===== src/rtl/sw_debounce.sv =====
// Switch bus conditioner: 2-FF sync, tick-sampled debounce and a sticky,
// mask-clearable change-event register. Optional macro: SW_DEBOUNCE_BYPASS_EN.
//
// Ports:
//   clk_i         system clock
//   rst_ni        asynchronous reset, active low
//   io_sw_raw_i   raw asynchronous switch pins
//   io_sw_o       debounced, registered switch level
//   sw_evt_o      sticky per-bit level-changed flags
//   sw_evt_pend_o OR of sw_evt_o, registered alongside it
//   evt_clr_i     one-cycle strobe clearing flags selected by evt_mask_i
//   evt_mask_i    flags to clear on evt_clr_i
module sw_debounce #(
  parameter int unsigned WIDTH      = 32,
  parameter int unsigned TICK_DIV   = 50000,
  parameter int unsigned STABLE_CNT = 4
) (
  input  logic             clk_i,
  input  logic             rst_ni,
  input  logic [WIDTH-1:0] io_sw_raw_i,
  output logic [WIDTH-1:0] io_sw_o,
  output logic [WIDTH-1:0] sw_evt_o,
  output logic             sw_evt_pend_o,
  input  logic             evt_clr_i,
  input  logic [WIDTH-1:0] evt_mask_i
);

  logic [WIDTH-1:0] sync1_q, sync2_q;
  logic [WIDTH-1:0] io_sw_d, io_sw_q;
  logic [WIDTH-1:0] evt_d, evt_q;
  logic             pend_d, pend_q;
  logic [WIDTH-1:0] chg, clr_m;

`ifdef SW_DEBOUNCE_BYPASS_EN

  always_comb begin
    io_sw_d = sync2_q;
  end

`else

  localparam int unsigned PW = (TICK_DIV > 2) ? $clog2(TICK_DIV) : 1;
  localparam logic [PW-1:0] PMAX = PW'(TICK_DIV - 1);

  logic [PW-1:0]                  presc_d, presc_q;
  logic                           tick;
  logic [WIDTH-1:0][STABLE_CNT-1:0] hist_d, hist_q;

  // A level is accepted only when the whole history window,
  // including the sample just shifted in, agrees.
  always_comb begin
    tick    = (presc_q == PMAX);
    presc_d = tick ? '0 : presc_q + PW'(1);
    hist_d  = hist_q;
    io_sw_d = io_sw_q;
    if (tick) begin
      for (int i = 0; i < int'(WIDTH); i++) begin
        hist_d[i] = {hist_q[i][STABLE_CNT-2:0], sync2_q[i]};
        if (&hist_d[i]) begin
          io_sw_d[i] = 1'b1;
        end else if (~|hist_d[i]) begin
          io_sw_d[i] = 1'b0;
        end
      end
    end
  end

  always_ff @(posedge clk_i or negedge rst_ni) begin
    if (!rst_ni) begin
      presc_q <= '0;
      hist_q  <= '0;
    end else begin
      presc_q <= presc_d;
      hist_q  <= hist_d;
    end
  end

`endif

  // Set has priority over clear: chg is ORed in after masking.
  always_comb begin
    chg    = io_sw_d ^ io_sw_q;
    clr_m  = evt_clr_i ? evt_mask_i : '0;
    evt_d  = (evt_q & ~clr_m) | chg;
    pend_d = |evt_d;
  end

  always_ff @(posedge clk_i or negedge rst_ni) begin
    if (!rst_ni) begin
      sync1_q <= '0;
      sync2_q <= '0;
      io_sw_q <= '0;
      evt_q   <= '0;
      pend_q  <= 1'b0;
    end else begin
      sync1_q <= io_sw_raw_i;
      sync2_q <= sync1_q;
      io_sw_q <= io_sw_d;
      evt_q   <= evt_d;
      pend_q  <= pend_d;
    end
  end

  assign io_sw_o       = io_sw_q;
  assign sw_evt_o      = evt_q;
  assign sw_evt_pend_o = pend_q;

endmodule


===== config.mk =====
export PLATFORM = sky130hd
export DESIGN_NAME = sw_debounce
export DESIGN_NICKNAME = d
export VERILOG_FILES = /design/src/rtl/sw_debounce.sv
export SDC_FILE = /design/constraint.sdc
export NUM_CORES = 1
export LEC_CHECK = 0
export BUFFER_PORTS_ARGS = -buffer_cell sky130_fd_sc_hd__buf_2
export CORE_AREA = 10 10 143 145
export DETAILED_ROUTE_END_ITERATION = 10
export DIE_AREA = 0 0 153 155
export HOLD_SLACK_MARGIN = 0.08
export PLACE_DENSITY = 0.83
export REMOVE_ABC_BUFFERS = 1
export SYNTH_ARGS = -nofsm -noshare
export SYNTH_HDL_FRONTEND = slang
export SYNTH_SLANG_ARGS = --single-unit

===== constraint.sdc =====
create_clock -name clk_i -period 2.4 [get_ports clk_i]
set_input_delay 0.24 -clock clk_i [delete_from_list [all_inputs] [get_ports clk_i]]
set_output_delay 0.24 -clock clk_i [all_outputs]
set_load 0.02 [all_outputs]

== Word-level counts from Yosys, hierarchy flattened ==
Index checks and enable logic that the tools add are counted.

* Register bits after elaboration: 241
* Input bits: 67
* Output and inout bits: 65
* Word-level logic and storage cells: 176

* $add $sub $neg: 1
* Equality and inequality tests: 1
* Muxes and demuxes: 67
* Bitwise logic cells: 4
* Reductions and logical operators: 65

{| class="wikitable"
|+ Operator list
! operator !! number
|-
| 4-bit AND reduction || 32
|-
| 4-bit OR reduction || 32
|-
| 1-bit two-way mux || 64
|-
| 32-bit two-way mux || 2
|-
| 32-bit bitwise AND || 1
|-
| 32-bit NOT || 1
|-
| 32-bit bitwise OR || 1
|-
| 32-bit OR reduction || 1
|-
| 32-bit bitwise XOR || 1
|-
| 16-bit by 1-bit adder with 16-bit output (second input constant) || 1
|-
| 16-bit equality test (second input constant) || 1
|-
| 16-bit two-way mux || 1
|}

== Logic depth before layout (Yosys ltp) ==
* Word-level depth: 7
* Mapped depth: 9
* Gate-level depth less buffers: 7

== Worst setup path before layout ==
No wires, ideal clock.

* Path kind: register -> register
* Start point: reg presc_q[0]
* End point: reg pend_q, in the netlist sw_evt_pend_o
* Library setup time: 0.140 ns
* Data arrival time: 1.768 ns
* Required time: 2.260 ns
* Path slack: 0.493 ns
* Cell stages (with the launch flop): 10
* Buffers on the path: 2
* Clock period less this slack: 1.907 ns
* Path through: dfrtp_1 ha_1 and3_1 clkbuf_1 and4_4 buf_4 a21boi_1 nand4_1 nor4_1 nand4_1

* Cells in the longest elaborated chain, start to end: 5

{| class="wikitable"
|+ Ends and longest elaborated chain
! element !! RTL line !! text
|-
| start, declared || 45 || <nowiki>logic [PW-1:0] presc_d, presc_q;</nowiki>
|-
| start signal, assigned || 73 || <nowiki>presc_q <= presc_d;</nowiki>
|-
| 16-bit equality test || 52 || <nowiki>tick = (presc_q == PMAX);</nowiki>
|-
| 32-bit two-way mux || 56 || <nowiki>if (tick) begin</nowiki>
|-
| 32-bit bitwise XOR || 82 || <nowiki>chg = io_sw_d ^ io_sw_q;</nowiki>
|-
| 32-bit bitwise OR || 84 || <nowiki>evt_d = (evt_q & ~clr_m) | chg;</nowiki>
|-
| 32-bit OR reduction || 85 || <nowiki>pend_d = |evt_d;</nowiki>
|-
| via pend_d || 31 || <nowiki>logic pend_d, pend_q;</nowiki>
|-
| end signal, assigned || 100 || <nowiki>pend_q <= pend_d;</nowiki>
|-
| end, declared || 31 ||
|}

The timed path passes the listed nets, and every way through them passes these cells.
A chain may end at the register's enable or synchronous reset.

== Worst setup path in the final report ==
Same ends and word-level chain as after synthesis.

==> results by group <==
Worst setup path
  – Crit. path cell count: 8
  – CP Class: reg -> reg
  – Worst R2R Setup Slack: 0.15 ns
  – Slowest CP cell: dfrtp_1
  – CP arrival: 2.63 ns
  – Launching point of the worst reg2reg path: presc_q[0]$_DFF_PN0_
  – Worst setup path end: sw_evt_pend_o$_DFF_PN0_
  – Delay-heaviest family, CP: simple AND/OR/NAND/NOR gates
  – Slowest stage delay, CP: slightly below 0.4 ns
  – Critical Path Sink Type: flip-flop
  – Worst Reg-to-Reg Cells: 8
  – CP startpoint: presc_q[0]$_DFF_PN0_
  – CP Data Required Time: approximately 2.8 ns
  – Cell Chain, Critical Path: ha_1, and3_1, and4_4, buf_12, a21boi_1, nand4_1, nor4_4, nand4_1
  – Reg-to-reg endpoint: sw_evt_pend_o$_DFF_PN0_
  – Cell mode on critical path: nand4_1
  – CP Launch Type: flip-flop
  – WP buf/inv: 1
  – Crit Path Max Fanout: approximately 50

Finish
  – Area of the multi-input gates: 3430 µm²
  – Total area of sequential cells: between 6000 and 7000 µm²
  – Commonest non-fill, non-tap cell in the layout: nand2_1
  – Layout cells sized above 1: roughly 16%
  – Nets: 1262
  – Filler Cell Count: 1296
  – Most frequent cells in the layout: nand2_1, dfrtp_1, buf_2, o21ai_1, inv_1
  – Synth-to-layout area growth: 23.3%

Logic synthesis
  – Ys flop type: dfrtp_1
  – Syn avg cell area: between 9 and 10 µm²
  – Async S/R FF share, synth: 100%
  – Number of synthesized register bits: 241
  – Synth Instances: 1009
  – Post-synth EDFFs: 0
  – Ys Warns: 0
  – Sequential share of the synthesized area: just over 60%
  – Distinct cells, synth: 35
  – Synthesized area: just under 10000 µm²

Clocking
  – Htree depth: 1
  – Clk buf depth: 3
  – Clock sink count: 241
  – Post-CTS setup buffer count: 0
  – Worst skew pair latency: between 0.5 and 0.6 ns
  – Clock transition at path regs: around 0.06 ns
  – Inserted Clock Buffers: 25
  – CTS root buf: clkbuf_16
  – CTS tree: done

Pwr
  – Clock power share: between 40 and 50%
  – Comb pwr share: around 3.1%
  – Design Power: approximately 8.4 mW
  – Switching part of the total: 20.2%
  – Peak VDD IR: around 0.65 mV
  – Sequential fraction of design power: 49.6%
  – Switch Pwr: approximately 1.7 mW
  – Leakage power: about 6.0 nW
  – Pwr dens: slightly below 700 nW/µm²
  – Internal cell power: roughly 6.7 mW

STA
  – Slew margin rel.: between 60% and 70%
  – Unrepaired setup endpoints after global routing: false
  – Setup ws final: about 0.15 ns
  – Final setup viols: 0
  – Worst Clk Skew: around 0.012 ns
  – Fin Setup TNS: 0 ns
  – Fin crit period: about 2.2 ns
  – Fin crit share: 93.6%
  – Peak Freq: around 450 MHz
  – Final hold vios: 0
  – Slew at the pin closest to its max-slew limit: 0.560 ns
  – Max-slew violations: 0
  – Final hold slack: 0.143 ns

Detailed routing
  – Via/cell ratio: between 5 and 6
  – Wirelength, routed: roughly 23 mm
  – Antenna violation net count after detailed routing: 0
  – DRC violations left: 0
  – Via count: between 7000 and 8000
  – First-pass detailed-route iteration total: 5
  – Routed len/inst: ~16 µm
  – 1st-iter DRT viols: ~630

Floorplanning
  – Rows: between 40 and 50
  – Starting density of the core: between 50% and 60%
  – Die Span X: approximately 150 µm
  – Die area: roughly 24000 µm²
  – # IOs: between 100 and 150
  – Die Height: 155 µm
  – Core Area: around 18000 µm²

Global routing
  – First-pass GRT wire length: approximately 38 mm
  – Remaining Overflow, GRT: 0
  – GRT Resource Usage Total: about a fifth
  – Vias in the first global route: 7715
  – Pin count of the biggest net entering global routing: 71
  – Antenna violations before repair: 0

Outcome
  – Outcome: complete, no violations

Place
  – Final HPWL DP: 14.8 mm
  – PortBufs: 131
  – Pre-CTS setup slack: about 0.055 ns
  – Placer Congestion: approximately 0.85

Flow run
  – Max-cap viol count: 0

Min path
  – Worst min-delay path class: in -> reg
## registers in the layout (all words and copies together), names as in the netlist
signal	cells
sw_evt_pend_o	1
hist_q	96
sw_evt_o	32
presc_q	16
sync2_q	32
io_sw_o	32
sync1_q	32
## cell type report
| cell class | instances | share of cell area [%] |
|---|---|---|
| clock inverter | 10 | 1.27 |
| clock buffer | 36 | 5.75 |
| tap | 229 | 2.36 |
| sequential | 241 | 49.7 |
| antenna | 1 | 0.0206 |
| multi-input combinational | 680 | 28.3 |
| inverter | 52 | 1.61 |
| timing repair buffer | 194 | 11.0 |
## power by group through the flow
stage               Combinational [mW]  Sequential [mW]  Clock, mW
global route                     0.292             4.16       4.22
floorplan                       0.0380             4.22          0
detailed placement               0.205             4.23          0
CTS                              0.264             4.16       4.03
global placement                 0.201             4.23          0
finish                           0.261             4.16       3.97
## logic make-up (layout without fill, tap and decap cells)
group           count (synthesis)  in the layout  share of synthesized area [%]
xor+xnor                       13             13                           1.16
simple gates                  485            485                           22.1
other cells                     0              1                              0
flops                         241            241                           61.3
buf+inv                        88            292                           4.02
fa+ha+maj                       1              1                          0.127
compound gates                181            181                           11.3
## repair_timing
action                     in CTS  in global routing
setup endpoints to repair       1                  1
pin swaps                       0                  1
hold buffers                   46                  0
resized for setup               1                  3
hold endpoints to repair      110                  0
## cell usage after synthesis, drive strengths merged (6+ instances only)
library cell	instances	area share, %
buf	24	1.6
a41oi	31	2.8
dfrtp	241	61
a21boi	19	1.5
nor3b	13	0.99
and3	6	0.38
nand3	26	1.3
nand4	7	0.45
nand2	331	13
o21ai	98	5.0
or3	32	2.0
a21oi	11	0.56
inv	52	2.0
xor2	9	0.80
nand2b	38	2.4
nor2	9	0.34
nor3	12	0.61
o22ai	19	1.2
clkbuf	12	0.46
## how the worst min path moves through the flow
stage | start | end | slack [ns] | depth (start not counted)
after global routing | evt_mask_i[16] | sw_evt_o[16]$_DFF_PN0_ | 0.15 | 5
after global placement | rst_ni | io_sw_o[7]$_DFF_PN0_ | 0.25 | 1
final | evt_mask_i[16] | sw_evt_o[16]$_DFF_PN0_ | 0.14 | 5
after CTS | evt_mask_i[16] | sw_evt_o[16]$_DFF_PN0_ | 0.12 | 5
after detailed placement | rst_ni | io_sw_o[7]$_DFF_PN0_ | 0.25 | 1
after floorplan | rst_ni | hist_q[0]$_DFFE_PN0N_ | -0.06 | 0
## worst min-delay path: stages
cell and delay, ns:
buf_2 0.10, nand2_1 0.06, nand2_1 0.05, a21boi_1 0.13, inv_1 0.05
## layer usage
metal  wire (µm)  part of all wire [%]  track usage, %  vias up
li1            -                     -               -     3750
met1        9660                    42            23.2     3736
met2       11200                    49            32.3      228
met3        1400                   6.1            4.36       41
met4         552                   2.4            5.00        0
met5           0                     0               0        -
## stage by stage
| step | util, % | instance area (µm²) | std cells |
|---|---|---|---|
| global route | 68.7 | 12100 | 1442 |
| CTS | 68.6 | 12100 | 1442 |
| floorplan | - | 9630 | 973 |
| finish | 68.7 | 12100 | 1443 |
| global placement | 61.1 | 10800 | 1350 |
| detailed placement | 61.1 | 10800 | 1350 |
No activity file was read; power rests on OpenSTA's default activity.
